`src/rtl/snow64_instr_fetch.sv`:
```
// Instruction fetch front end: PC sequencing, single-outstanding icache reads,
// and a small instruction/PC FIFO toward decode with redirect flush.
module snow64_instr_fetch #(
    parameter int                     WIDTH__ADDR  = 64,
    parameter int                     WIDTH__INSTR = 32,
    parameter int                     DEPTH        = 4,
    parameter logic [WIDTH__ADDR-1:0] RESET_PC     = '0
) (
    input  logic                    clk,
    input  logic                    rst_n,
    output logic                    ic_req,
    output logic [WIDTH__ADDR-1:0]  ic_addr,
    input  logic                    ic_valid,
    input  logic [WIDTH__INSTR-1:0] ic_instr,
    input  logic                    redirect_valid,
    input  logic [WIDTH__ADDR-1:0]  redirect_pc,
    output logic                    out_valid,
    output logic [WIDTH__INSTR-1:0] out_instr,
    output logic [WIDTH__ADDR-1:0]  out_pc,
    input  logic                    out_ready
);

    localparam int PTR_W = $clog2(DEPTH);
    localparam int CNT_W = PTR_W + 1;

    typedef enum logic [1:0] {
        StIdle,
        StWait,
        StWaitDrop
    } state_t;

    state_t                  state;
    logic [WIDTH__ADDR-1:0]  pc;
    logic [WIDTH__ADDR-1:0]  req_pc;
    logic [WIDTH__INSTR-1:0] mem_instr [DEPTH];
    logic [WIDTH__ADDR-1:0]  mem_pc    [DEPTH];
    logic [PTR_W-1:0]        head;
    logic [PTR_W-1:0]        tail;
    logic [CNT_W-1:0]        count;

    logic [WIDTH__ADDR-1:0]  target;
    logic                    not_full;
    logic                    push;
    logic                    deq;

    assign target    = redirect_pc & ~WIDTH__ADDR'(3);
    assign not_full  = count < CNT_W'(DEPTH);
    assign out_valid = (count != '0) && !redirect_valid;
    assign deq       = out_valid && out_ready;
    assign push      = (state == StWait) && ic_valid && !redirect_valid;
    assign out_instr = mem_instr[head];
    assign out_pc    = mem_pc[head];

    // Storage has no reset; out_valid gates visibility of stale entries.
    always_ff @(posedge clk) begin
        if (push) begin
            mem_instr[tail] <= ic_instr;
            mem_pc[tail]    <= req_pc;
        end
    end

    always_ff @(posedge clk or negedge rst_n) begin
        if (!rst_n) begin
            state   <= StIdle;
            pc      <= RESET_PC;
            req_pc  <= '0;
            ic_req  <= 1'b0;
            ic_addr <= '0;
            head    <= '0;
            tail    <= '0;
            count   <= '0;
        end else begin
            ic_req <= 1'b0;

            if (redirect_valid) begin
                head  <= '0;
                tail  <= '0;
                count <= '0;
            end else begin
                if (push) tail <= tail + PTR_W'(1);
                if (deq)  head <= head + PTR_W'(1);
                if (push && !deq)      count <= count + CNT_W'(1);
                else if (deq && !push) count <= count - CNT_W'(1);
            end

            case (state)
                StIdle: begin
                    if (redirect_valid) begin
                        pc <= target;
                    end else if (not_full) begin
                        ic_req  <= 1'b1;
                        ic_addr <= pc;
                        req_pc  <= pc;
                        pc      <= pc + WIDTH__ADDR'(4);
                        state   <= StWait;
                    end
                end
                StWait: begin
                    if (redirect_valid) begin
                        pc    <= target;
                        state <= ic_valid ? StIdle : StWaitDrop;
                    end else if (ic_valid) begin
                        state <= StIdle;
                    end
                end
                StWaitDrop: begin
                    if (redirect_valid) pc <= target;
                    if (ic_valid)       state <= StIdle;
                end
                default: state <= StIdle;
            endcase
        end
    end

endmodule

```
`config.mk`:
```
export PLATFORM = sky130hd
export DESIGN_NAME = snow64_instr_fetch
export DESIGN_NICKNAME = d
export VERILOG_FILES = /design/src/rtl/snow64_instr_fetch.sv
export SDC_FILE = /design/constraint.sdc
export NUM_CORES = 1
export LEC_CHECK = 0
export ABC_AREA = 1
export ABC_CLOCK_PERIOD_IN_PS = 5100
export CORE_UTILIZATION = 51
export CTS_CLUSTER_DIAMETER = 60
export DETAILED_ROUTE_END_ITERATION = 8
export PLACE_DENSITY = 0.77
export REMOVE_ABC_BUFFERS = 1
export SLEW_MARGIN = 15
export SYNTH_ARGS = -nofsm -noshare
export SYNTH_HDL_FRONTEND = slang
export SYNTH_SLANG_ARGS = --single-unit
```
`constraint.sdc`:
```
create_clock -name clk -period 5.1 [get_ports clk]
set_input_delay 0.51 -clock clk [delete_from_list [all_inputs] [get_ports clk]]
set_output_delay 0.51 -clock clk [all_outputs]
set_load 0.02 [all_outputs]
```
# Word level (Yosys, flattened, before mapping)
# Memories as Yosys holds them, arrays and structs flattened.
# Index checks and enable logic that the tools add are counted.
# word_totals
latchBits,0
rom_bits,0
reg_bits,138
word_cells,63
mem_bits_rw,384
n_memories,2
inputBits,101
out_inout_bits,162
# memory_table
memory,words,width,rd,rd_ports_with_merged_regs,wr,line_no,rtl
mem_pc,4,64,1,0,1,36,logic [WIDTH__ADDR-1:0] mem_pc [DEPTH];
mem_instr,4,32,1,0,1,35,logic [WIDTH__INSTR-1:0] mem_instr [DEPTH];
# classes
add_sub_neg,5
n_mux,22
n_eq_ne,6
n_reduce_logical,19
n_div,0
n_shift,0
mul,0
order_cmp,1
bitwise_logic,1
# ops
cell,n
64-bit 2-to-1 mux,3
64-bit case mux with 2 select lines,1
64-bit by 3-bit adder with 64-bit output (second input constant),1
2-bit 2-to-1 mux,9
3-bit 2-to-1 mux,3
1-bit logical AND,6
2-bit case mux with 3 select lines,1
3-bit AND reduction,2
2-bit nonzero test,3
3-bit nonzero test,2
1-bit 2-to-1 mux,5
2-bit by 1-bit adder with 2-bit output (second input constant),2
2-bit inequality test (second input constant),2
3-bit by 1-bit adder with 3-bit output (second input constant),1
1-bit zero test,3
3-bit < comparator (second input constant),1
3-bit inequality test (second input constant),1
3-bit by 1-bit subtractor with 3-bit output (second input constant),1
2-bit by 1-bit == test with 1-bit output (second input constant),1
2-bit == test (second input constant),1
2-bit zero test,1
2-bit by 1-bit inequality test with 1-bit output (second input constant),1
2-bit AND reduction,1
2-bit OR reduction,1
1-bit NOT,1

# Depth between registers and ports, before layout
# logic_depth
word_depth,8
depth_mapped,11
depth_no_buf,11

# Least setup slack after synthesis
# OpenSTA, ideal clock, no wires.
# synth_timing
path_kind,reg2reg
startpoint,reg state[1]
endpoint,mem mem_instr[0][0] (enable)
required_time_ns,4.553
t_arrival_ns,4.920
slack_ns,-0.367
period_less_slack_ns,5.467
n_path_buf,0
stages_incl_launch_ff,7
setup_ns,0.547
path_cell_list,dfrtp_1 -> inv_1 -> ha_1 -> nand2_1 -> nor2_1 -> inv_1 -> nor2_1
# synth_between
elab_chain_len,5
# synth_lines
element,line_no,rtl
start: declaration,32,state_t state;
start signal: assignment,64,state <= StIdle;
start signal: assignment,95,state <= StWait;
start signal: assignment,101,state <= ic_valid ? StIdle : StWaitDrop;
2-bit by 1-bit == test with 1-bit output,50,assign push = (state == StWait) && ic_valid && !redirect_valid;
1-bit logical AND (2 in series),50,
1-bit 2-to-1 mux,56,if (push) begin
1-bit 2-to-1 mux (implied by the code),57,mem_instr[tail] <= ic_instr;
end: declaration,35,
# Every way passes these cells.

# Final worst setup path
# layout_timing
startpoint,reg head[0]
endpoint,out out_instr[7]
# layout_between
elab_chain_len,1
# layout_lines
element,line_no,rtl
start: declaration,37,logic [PTR_W-1:0] head;
start signal: assignment,81,if (deq) head <= head + PTR_W'(1);
memory read 4 x 32 bit,-,
end: declaration,18,"output logic [WIDTH__INSTR-1:0] out_instr,"
# Every way passes these cells.

==> results by group <==
Critical path
  • Critical Path Fanout Max: 92
  • CP arrival: 3500 ps
  • Slowest CP cell: dfrtp_4
  • Crit path from: head[0]
  • Crit-path max cell delay: 740 ps
  • Critical path cell sequence: inv_6 > buf_4 > o21ai_0 > o22ai_1 > clkdlybuf4s50_1
  • Setup CP Type: flop to output pin
  • RR Startpoint: state[1]
  • Required @ worst endpoint: between 4000 and 5000 ps
  • Critical Path Start Type: flop
  • Crit. End Element: output pin

Logic synthesis
  • Syn avg cell area: 10.3 sq um
  • Register area share after synthesis: 0.666
  • Unique cell type count in the Yosys netlist: 37
  • Number of synthesized flops with an enable pin: approximately 380
  • Number of synthesized register bits: 510
  • Ys Warns: 0
  • Post-Synthesis Cells: roughly 2100
  • Predominant post-synthesis flop cell: edfxtp_1
  • Async S/R FF share, synth: 0.263
  • Synth Cell Area: 22000 sq um

STA
  • Peak Freq: approximately 250 MHz
  • Layout Skew: ~26 ps
  • Period utilisation layout: 0.787
  • Pins Over Slew Limit: 0
  • Hold Fails Final Rpt: 0
  • Final setup violation count: 0
  • Worst setup margin: between 1000 and 1500 ps
  • Worst relative slew slack: 0.278
  • RSZ-0062 raised after global routing: no
  • Tightest Pin Transition: approximately 1100 ps
  • Post-layout min period: about 4000 ps
  • Hold slack: about 23 ps

Floorplan
  • Die X: between 200 and 250 um
  • Die Height: ~210 um
  • Die area: around 44000 sq um
  • Core Footprint: 42200 sq um
  • # IOs: between 200 and 300
  • Cell row count: 75
  • Starting Density: 0.521

Final layout
  • Sequential Area: roughly 15000 sq um
  • Share of layout cells above drive strength 1: 0.0570
  • # nets final: between 2000 and 2500
  • Area Growth Syn to Fin: 21.0%
  • Area of the multi-input gates: roughly 6300 sq um
  • Number of fill cells: about 3400

Place
  • Worst Setup Slack post-DPL: around 1700 ps
  • Gpl congestion: approximately 0.91
  • # port buffers: approximately 260
  • DP HPWL: around 37000 um

Routing
  • Avg WL per Cell: ~19 um
  • Routed WL: between 50000 and 60000 um
  • Vias: 16372
  • Drt drc: 0
  • Detail-routed via count per cell: 5.56
  • Drt pass-1 iters: 5
  • DR iter-0 viols: roughly 1400
  • Antenna-violating nets left: 0

GRT
  • Overall Global Routing Usage: 0.261
  • Vias in the first global route: approximately 16000
  • First-pass GRT wire length: between 80000 and 90000 um
  • Largest net degree at the start of global routing: ~120
  • Initial antenna violation count: 2
  • Total gr overflow: 0

Clock tree
  • Num CTS Buffers: 51
  • CTS tree: done
  • Clock buffer depth: 3
  • # Post-CTS Setup Buffers: 0
  • CTS H-tree lvls: 2
  • TritonCTS Sinks: 510
  • CTS clk-pin slew, worst paths: roughly 60 ps
  • CTS-repair resized insts: 0
  • Clk Latency, worst-skew pair: roughly 610 ps
  • CTS Root Cell: clkbuf_16
  • # hold bufs at CTS: 0

Pwr
  • Pwr dens: 560 nW/um^2
  • P_leak: about 10 nW
  • Final Total Pwr: around 15 mW
  • Peak supply drop: approximately 0.36 mV

Worst hold path
  • Hold Crit Class: input pin to asynchronous set/reset pin

Flow run
  • Total of max-cap violations: 0

Outcome
  • Status: finished, final reports clean
[through the flow]
step,utilization,setup TNS (ps),area (sq um),instances
final,0.630,0,26600,2946
after global routing,0.630,0,26600,2944
after CTS,0.630,0,26600,2942
after detailed placement,0.591,0,25000,2847
after global placement,0.591,0,25000,2847
after floorplan,-,-332630,21500,2033
[area by class of cell]
class / count / area share
flip-flops and latches: 510 / 0.551
inverters: 148 / 0.0211
diodes: 4 / 0.000376
clock buffers: 71 / 0.0535
multi-input cells: 1375 / 0.238
repair buffers: 275 / 0.103
clock inverters: 24 / 0.00776
well taps: 539 / 0.0253
[metal layers]
layer	vias up	global-route usage	routed length, um
met5	-	0	0
met4	0	0.0599	1030
met3	74	0.0404	3130
met2	482	0.444	28100
met1	8041	0.354	24600
li1	7775	-	-
[synth_stat cells (12+ instances only)]
library cell	n	area [sq um]
nand2_1	391	1470
nor2_1	383	1440
edfxtp_1	376	11300
o21ai_0	294	1470
inv_1	142	533
dfrtp_1	134	3350
o22ai_1	107	669
nand3_1	79	395
clkbuf_1	69	259
a21oi_1	22	110
buf_2	21	105
o21ai_1	17	85.1
buf_4	12	90.1
nor2_2	12	75.1
[cell families after synthesis]
logic type / synth area share
AOI/OAI and AO/OA: 0.113
xor gates and xnor gates: 0.00279
DFF: 0.666
other: 0.000171
and+or+nand+nor: 0.164
buffers and inverters: 0.0481
adders and majority gates: 0.00603
[cell usage in the layout, fill, tap and decap left out, types with 2 or more instances in the layout]
cell	n
clkdlybuf4s50_1	255
buf_4	16
bufinv_16	3
inv_1	140
clkinv_2	9
clkbuf_1	14
nand4_1	11
nor2_1	378
o21ai_1	17
a31oi_1	4
conb_1	4
clkbuf_16	52
nor3_1	4
buf_12	3
nand3_1	79
nor2_2	12
clkinv_1	8
a21oi_1	22
ha_1	9
inv_6	2
a22oi_1	4
clkbuf_8	5
o21ai_0	294
o21bai_1	4
nor2_4	9
nand2_2	6
inv_2	7
a22oi_2	4
dfrtp_1	132
edfxtp_1	376
diode_2	4
xor2_1	7
o22ai_1	107
nand2_1	391
[worst max-delay path: cells and delay by family (launching register included)]
kind / cells / cell delay, ps
buf+inv: 3 / 1710
flops: 1 / 740
compound gates: 2 / 290
[registers in the layout, indices dropped and copies added, names as in the netlist]
signal     count
head           2
tail           2
mem_pc       248
mem_instr    128
count          3
req_pc        62
ic_req         1
state          2
pc            62
[where the power goes]
group	internal, mW	total [mW]	switching [mW]
sequential	5.40	6.28	0.872
combinational	1.88	5.01	3.13
clock	2.10	3.62	1.52
total	9.38	14.9	5.53
[worst paths after layout]
kind                       cells after the start            to  slack [ps]
min in group clk                               2        pc[63]         510
max in group asynchronous                      2     req_pc[9]        3880
min reg2reg                                    2        pc[63]         510
max                                            5  out_instr[7]        1090
min                                            1       head[0]          20
max reg2reg                                   10        pc[23]        2420
(Power assumes the default switching activity.)
